[src/rtl/mux4_rr_arbiter.sv]
// Round-robin owner arbiter for a shared 4x1 mux channel, with a one-cycle gap between owners.
// Define ARB_TIMEOUT_EN to preempt an owner after HOLD_MAX cycles when others are waiting.
module mux4_rr_arbiter #(
   parameter int unsigned HOLD_MAX = 16
) (
   input  logic       clk,
   input  logic       rst_n,
   input  logic [3:0] req,
   output logic [3:0] gnt,
   output logic [1:0] sel,
   output logic       busy,
   output logic       preempt
);

   typedef enum logic [1:0] {
      S_IDLE,
      S_GRANT,
      S_GAP
   } state_e;

   state_e     state_q, state_d;
   logic [3:0] gnt_q, gnt_d;
   logic [1:0] sel_q, sel_d;
   logic [1:0] ptr_q, ptr_d;
   logic [1:0] idx;
   logic [1:0] win;
   logic       found;

   if (HOLD_MAX < 1) begin : g_bad_hold
      $error("mux4_rr_arbiter: HOLD_MAX must be >= 1");
   end

`ifdef ARB_TIMEOUT_EN
   localparam int unsigned CW = $clog2(HOLD_MAX + 1);

   logic [CW-1:0] cnt_q, cnt_d;
   logic          preempt_q, preempt_d;
   logic          at_max;
   logic          others;

   assign at_max = (cnt_q == CW'(HOLD_MAX));
   assign others = |(req & ~(4'b0001 << sel_q));
`endif

   // Scan downward so the lowest offset from ptr overwrites and wins.
   always_comb begin
      found = 1'b0;
      win   = ptr_q;
      idx   = ptr_q;
      for (int k = 3; k >= 0; k--) begin
         idx = ptr_q + 2'(k);
         if (req[idx]) begin
            found = 1'b1;
            win   = idx;
         end
      end
   end

   always_comb begin
      state_d = state_q;
      gnt_d   = gnt_q;
      sel_d   = sel_q;
      ptr_d   = ptr_q;
`ifdef ARB_TIMEOUT_EN
      cnt_d     = cnt_q;
      preempt_d = 1'b0;
`endif
      unique case (state_q)
         S_IDLE, S_GAP: begin
            gnt_d   = 4'b0000;
            state_d = S_IDLE;
            if (found) begin
               state_d = S_GRANT;
               gnt_d   = 4'b0001 << win;
               sel_d   = win;
               ptr_d   = win + 2'd1;
`ifdef ARB_TIMEOUT_EN
               cnt_d   = CW'(1);
`endif
            end
         end
         S_GRANT: begin
            if (!req[sel_q]) begin
               state_d = S_GAP;
               gnt_d   = 4'b0000;
            end
`ifdef ARB_TIMEOUT_EN
            else if (at_max && others) begin
               state_d   = S_GAP;
               gnt_d     = 4'b0000;
               preempt_d = 1'b1;
            end else if (!at_max) begin
               cnt_d = cnt_q + CW'(1);
            end
`endif
         end
         default: begin
            state_d = S_IDLE;
            gnt_d   = 4'b0000;
         end
      endcase
   end

   always_ff @(posedge clk or negedge rst_n) begin
      if (!rst_n) begin
         state_q <= S_IDLE;
         gnt_q   <= 4'b0000;
         sel_q   <= 2'b00;
         ptr_q   <= 2'd0;
      end else begin
         state_q <= state_d;
         gnt_q   <= gnt_d;
         sel_q   <= sel_d;
         ptr_q   <= ptr_d;
      end
   end

`ifdef ARB_TIMEOUT_EN
   always_ff @(posedge clk or negedge rst_n) begin
      if (!rst_n) begin
         cnt_q     <= '0;
         preempt_q <= 1'b0;
      end else begin
         cnt_q     <= cnt_d;
         preempt_q <= preempt_d;
      end
   end

   assign preempt = preempt_q;
`else
   assign preempt = 1'b0;
`endif

   assign gnt  = gnt_q;
   assign sel  = sel_q;
   assign busy = (state_q == S_GRANT);

endmodule

[config.mk]
export PLATFORM = sky130hd
export DESIGN_NAME = mux4_rr_arbiter
export DESIGN_NICKNAME = d
export VERILOG_FILES = /design/src/rtl/mux4_rr_arbiter.sv
export SDC_FILE = /design/constraint.sdc
export NUM_CORES = 1
export LEC_CHECK = 0
export CAP_MARGIN = 20
export CELL_PAD_IN_SITES_DETAIL_PLACEMENT = 0
export CELL_PAD_IN_SITES_GLOBAL_PLACEMENT = 1
export CORE_UTILIZATION = 38
export DETAILED_ROUTE_END_ITERATION = 16
export HOLD_SLACK_MARGIN = 0.02
export MAX_ROUTING_LAYER = met4
export PLACE_DENSITY_LB_ADDON = 0.15
export SYNTH_ARGS = -nofsm -noshare
export SYNTH_HDL_FRONTEND = slang
export SYNTH_SLANG_ARGS = --single-unit
[constraint.sdc]
create_clock -name clk -period 3.3 [get_ports clk]
set_input_delay 0.99 -clock clk [delete_from_list [all_inputs] [get_ports clk]]
set_output_delay 0.99 -clock clk [all_outputs]
set_load 0.05 [all_outputs]
==> impl_metrics.env, run 1 <==
export IMPL_leakagePower_uw=0.0003144
export IMPL_dieArea_sq_um=1723
export IMPL_post_cts_setup_buffer_count=0
export IMPL_clock_skew_ns=0.01070
export IMPL_synth_fa_ha_area_share_pct=0
export IMPL_gr_total_overflow=0
export IMPL_final_cell_mix="12 x clkdlybuf4s50_1, 10 x dfrtp_1, 5 x nand2_1"
export IMPL_power_uw=821.6
export IMPL_numCtsBuffers=3
export IMPL_finalInstanceArea_sq_um=750.7
export IMPL_netSwitchingFraction_pct=46.56
export IMPL_p_seq_share_pct=29.4
export IMPL_syn_area_sq_um=593.1
export IMPL_ys_warnings_count=0
export IMPL_place_congestion=0.7931
export IMPL_wirelength_um=1251
export IMPL_pin_count=14
export IMPL_vias=491
export IMPL_status="completed"
export IMPL_slowest_stage="clkdlybuf4s50_1"
export IMPL_period_minus_slack_ns=2.659
export IMPL_cp_required_ns=2.31
export IMPL_p_int_uw=439.1
export IMPL_grt_pass1_wl_um=2228
export IMPL_synth_top_family_by_area="simple AND/OR/NAND/NOR gates"
export IMPL_cts_max_level=1
export IMPL_dp_hpwl_um=920
export IMPL_synth_ff_latch_count=10
export IMPL_final_common_cell="clkdlybuf4s50_1"
export IMPL_syn_nets=66
export IMPL_antenna_found_initial=0
export IMPL_grt_max_degree=11
export IMPL_tns_ns=0
export IMPL_chipHeight_um=41.51
export IMPL_diodes=0
export IMPL_regToRegSetupSlack_ns=1.70
export IMPL_rows=13
export IMPL_synth_compound_area_share_pct=21.94
export IMPL_synth_seq_area_share_pct=42.19
export IMPL_drc=0
export IMPL_cts_repair_resized=0
export IMPL_synth_xor_xnor_area_share_pct=0
export IMPL_grtUsageTotal_pct=17.81
export IMPL_cp_arrival_ns=1.67
export IMPL_syn_inst=60
export IMPL_synth_edf_count=0
export IMPL_synthFlopType="dfrtp_1"
export IMPL_p_per_area_nw_per_um2=1094
export IMPL_period_share_pct=80.58
export IMPL_power_switching_uw=382.6
export IMPL_ir_worst_vdd_uv=475.4
export IMPL_clock_power_share_pct=13.4
export IMPL_finalNetCount=80
export IMPL_drt_pass1_iterations=4
export IMPL_whs_ns=0.4411
export IMPL_viasPerCell=5.580
export IMPL_startpoint_type="register"
export IMPL_slowest_delay_ns=0.82
export IMPL_drt_iter0_drc=10
export IMPL_postCtsHoldBufs=0
export IMPL_synthSimpleGateAreaFrac_pct=23.00
export IMPL_path_clk_slew_ns=0.07
export IMPL_ys_types=36
export IMPL_fillers=126
export IMPL_synth_async_reset_ratio_pct=100.0
export IMPL_final_antenna_net_count=0
export IMPL_synthMuxAreaShare_pct=7.384
export IMPL_critical_path_class="reg -> out"
export IMPL_clock_fmax_ghz=0.3761
export IMPL_maxSlewViolCount=0
export IMPL_start_util_pct=42.90
export IMPL_worst_path_max_fanout=4
export IMPL_design_core_area_sq_um=1383
export IMPL_cts_root_buf="clkbuf_4"
export IMPL_crit_chain="nor2b_1 > clkdlybuf4s50_1"
export IMPL_holdCritPathClass="reg -> reg"
export IMPL_finalSetupViolCount=0
export IMPL_area_growth_pct=26.58
export IMPL_cts_tree="yes"
export IMPL_clock_latency_ns=0.27
export IMPL_post_route_cells_drive_above_1_share_pct=15.07
export IMPL_io_buffers=12
export IMPL_finalHoldViolations=0
export IMPL_p_comb_share_pct=57.2
export IMPL_clockBufferDepth=2
export IMPL_wire_per_inst_um=14.22
export IMPL_cts_sinks=10
export IMPL_drv_cap=0
export IMPL_synth_avg_cell_area_sq_um=9.884
export IMPL_setup_worst_path_end_class="output pin"
export IMPL_die_w_um=41.51
export IMPL_dpl_cell_area_sq_um=714.4
export IMPL_grt_pass1_vias=479
export IMPL_rsz0062_at_grt="false"
[worst max-delay path: cells and delay by family, from the launching register on]
family,cells,cell delay (ns)
AND/OR/NAND/NOR,1,0.19
buffers and inverters,1,0.82
flip-flops,1,0.38
[through the flow]
stage | util (%) | worst slack [ns] | instances
5_1_grt | 54.30 | 0.5499 | 88
3_3_place_gp | 51.67 | 0.6063 | 84
2_1_floorplan | - | 1.197 | 60
6_report | 54.30 | 0.6410 | 88
4_1_cts | 54.30 | 0.6161 | 88
3_5_place_dp | 51.67 | 0.5479 | 84
[metal layers]
| layer | share of wire [%] | vias to the layer above | global-route usage (%) |
|---|---|---|---|
| li1 | - | 244 | - |
| met1 | 50 | 234 | 22.93 |
| met4 | 0.40 | 0 | 3.871 |
| met3 | 5.2 | 2 | 7.826 |
| met5 | 0 | - | - |
| met2 | 45 | 11 | 25.94 |
[power groups by stage]
stage / combinational [uW] / clock (uW) / sequential [uW]
2_1_floorplan: 239 / 0 / 341
3_3_place_gp: 471 / 0 / 242
3_5_place_dp: 471 / 0 / 245
4_1_cts: 473 / 116 / 243
5_1_grt: 506 / 121 / 254
6_report: 470 / 110 / 242
[path summary, 6_finish.rpt]
path,from,depth (start not counted),endpoint
min,state_q[1],1,state_q[1]
max in group asynchronous,rst_n,1,gnt[0]
max,state_q[0],2,busy
min reg2reg,state_q[1],1,state_q[1]
min in group asynchronous,rst_n,1,gnt[3]
max reg2reg,ptr_q[1],4,gnt[3]
[synth_stat cells (all sizes together), types with 2 or more instances]
cell	n	area, sq um
a21oi	2	10.01
buf	3	17.52
dfrtp	10	250.2
inv	3	11.26
nand2	5	18.77
nand2b	3	18.77
nor2	4	15.01
nor2b	3	18.77
o21ai	3	18.76
or2	2	15.02
[registers in the layout (all words and copies together) (netlist names)]
signal and cells:
gnt 4, ptr_q 2, sel 2, state_q 2
[logic make-up (layout without fill, tap and decap cells)]
group           Yosys count  after routing
compound gates           16             16
flops                    10             10
simple gates             24             24
mux                       3              3
buf+inv                   6             19
other cells               1              1
[final cells by class]
| class | count | area [sq um] | area share (%) |
|---|---|---|---|
| Multi-Input combinational cell | 44 | 314.1 | 41.83 |
| Timing Repair Buffer | 12 | 120.1 | 16.00 |
| Clock buffer | 4 | 36.28 | 4.833 |
| Inverter | 3 | 11.26 | 1.500 |
| Tap cell | 15 | 18.77 | 2.500 |
| Sequential cell | 10 | 250.2 | 33.33 |
Power figures use the tool's default switching activity.
==> inputs of run 2 (changes only) <==
CORE_UTILIZATION = 32   (was 38)
clock period = 2.37 ns   (was 3.3 ns; I/O delays follow)
==> run 2 against run 1 <==
  * Sequential power rose by 40%
  * Sequential share of layout area decreased by 2.3 points
  * Critical path depth fell by 1
==> impl_metrics.env, run 2 (synthesized netlist as in run 1, its figures left out) <==
export IMPL_grt_pass1_vias=475
export IMPL_dp_hpwl_um=1055
export IMPL_post_place_cells=102
export IMPL_power_uw=1128
export IMPL_crit_start="sel[0]"
export IMPL_drt_iter0_drc=9
export IMPL_cp_required_ns=1.66
export IMPL_dpl_cell_area_sq_um=784.5
export IMPL_r2r_start="ptr_q[1]"
export IMPL_tns_ns=0
export IMPL_fillers=179
export IMPL_design_core_area_sq_um=1727
export IMPL_finalNetCount=88
export IMPL_clockBufferDepth=2
export IMPL_grtUsageTotal_pct=16.13
export IMPL_slowest_delay_ns=0.82
export IMPL_period_minus_slack_ns=2.193
export IMPL_cts_root_buf="clkbuf_4"
export IMPL_final_cell_count_no_fill=105
export IMPL_path_clk_slew_ns=0.06
export IMPL_clock_latency_ns=0.26
export IMPL_worst_pin_slew_ns=0.5047
export IMPL_critPathBufInv=1
export IMPL_final_cell_mix="11 x clkdlybuf4s50_1, 10 x dfrtp_1, 9 x buf_4"
export IMPL_leakagePower_uw=0.0003470
export IMPL_die_w_um=45.05
export IMPL_rows=15
export IMPL_crit_family="buffers and inverters"
export IMPL_finalInstanceArea_sq_um=807.0
export IMPL_cts_max_level=1
export IMPL_drv_cap=0
export IMPL_io_buffers=12
export IMPL_post_cts_setup_buffer_count=0
export IMPL_drt_pass1_iterations=4
export IMPL_crit_chain="clkdlybuf4s50_1"
export IMPL_place_congestion=0.7780
export IMPL_crit_cells=1
export IMPL_dieArea_sq_um=2030
export IMPL_finalHoldViolations=0
export IMPL_cp_arrival_ns=1.48
export IMPL_area_growth_pct=36.08
export IMPL_cts_repair_resized=0
export IMPL_clock_fmax_ghz=0.4559
export IMPL_grt_max_degree=11
export IMPL_grt_pass1_wl_um=2201
export IMPL_finalSetupViolCount=0
export IMPL_chipHeight_um=45.05
export IMPL_postCtsHoldBufs=0
export IMPL_final_core_util_pct=46.74
export IMPL_pin_count=14
export IMPL_rsz0062_at_grt="false"
export IMPL_holdCritPathClass="reg -> reg"
export IMPL_clock_skew_ns=0.004035
export IMPL_final_antenna_net_count=0
export IMPL_diodes=0
export IMPL_critical_path_class="reg -> out"
export IMPL_wire_per_inst_um=12.97
export IMPL_reg2reg_depth=4
export IMPL_status="completed"
export IMPL_numCtsBuffers=3
export IMPL_gr_total_overflow=0
export IMPL_regToRegSetupSlack_ns=0.82
export IMPL_largest_reg_flops=4
export IMPL_viasPerCell=4.867
export IMPL_ir_worst_vdd_uv=651.5
export IMPL_crit_path_end="sel[0]"
export IMPL_wirelength_um=1362
export IMPL_cts_tree="yes"
export IMPL_cts_sinks=10
export IMPL_antenna_found_initial=0
export IMPL_p_per_area_nw_per_um2=1398
export IMPL_start_util_pct=34.35
export IMPL_post_route_cells_drive_above_1_share_pct=23.75
export IMPL_slowest_stage="clkdlybuf4s50_1"
export IMPL_max_slew_margin_pct=66.25
export IMPL_maxSlewViolCount=0
export IMPL_vias=511
export IMPL_worst_path_max_fanout=3
export IMPL_final_common_cell="clkdlybuf4s50_1"
export IMPL_period_share_pct=92.55
export IMPL_setup_worst_path_end_class="output pin"
export IMPL_reg2reg_to="gnt[3]"
export IMPL_startpoint_type="register"
export IMPL_drc=0
==> run 2: cell types whose count changed in the layout (fill, tap and decap cells not counted) <==
cell	previous run	this run
buf_4	0	9
clkbuf_8	1	0
clkdlybuf4s50_1	12	11
==> run 2: worst min-delay path by stage <==
| stage | startpoint | end | slack (ns) | cells past startpoint |
|---|---|---|---|---|
| after global placement | state_q[1] | state_q[1] | 0.43 | 1 |
| after CTS | state_q[1] | state_q[1] | 0.44 | 1 |
| after floorplan | state_q[1] | state_q[1] | 0.41 | 1 |
| after detailed placement | state_q[1] | state_q[1] | 0.43 | 1 |
| final | state_q[1] | state_q[1] | 0.44 | 1 |
| after global routing | state_q[1] | state_q[1] | 0.47 | 1 |
==> run 2: area by class of cell <==
| class | instances | area [sq um] | area share (%) |
|---|---|---|---|
| tap | 25 | 31.28 | 3.876 |
| timing repair buffer | 20 | 177.7 | 22.02 |
| clock buffer | 3 | 22.52 | 2.791 |
| inverter | 3 | 11.26 | 1.395 |
| sequential | 10 | 250.2 | 31.01 |
| multi-input combinational | 44 | 314.1 | 38.91 |
==> run 2: through the flow <==
step	setup slack [ns]	hold WS [ns]
2_1_floorplan	0.5464	0.4102
3_3_place_gp	0.01437	0.4260
3_5_place_dp	-0.03788	0.4342
4_1_cts	0.1529	0.4421
5_1_grt	0.1191	0.4698
6_report	0.1766	0.4379
==> run 2: per-layer routing <==
layer | track usage, % | share of wire [%]
met1 | 21.55 | 52
met2 | 23.19 | 44
met3 | 7.200 | 4.6
met4 | 1.818 | 0
met5 | - | 0
==> run 2: power breakdown <==
group | switching, uW | leakage (uW) | total [uW] | internal (uW)
logic | 394 | 0.000208 | 678 | 284
clock network | 52.7 | 0.0000138 | 111 | 58.4
registers | 87.6 | 0.000125 | 340 | 252
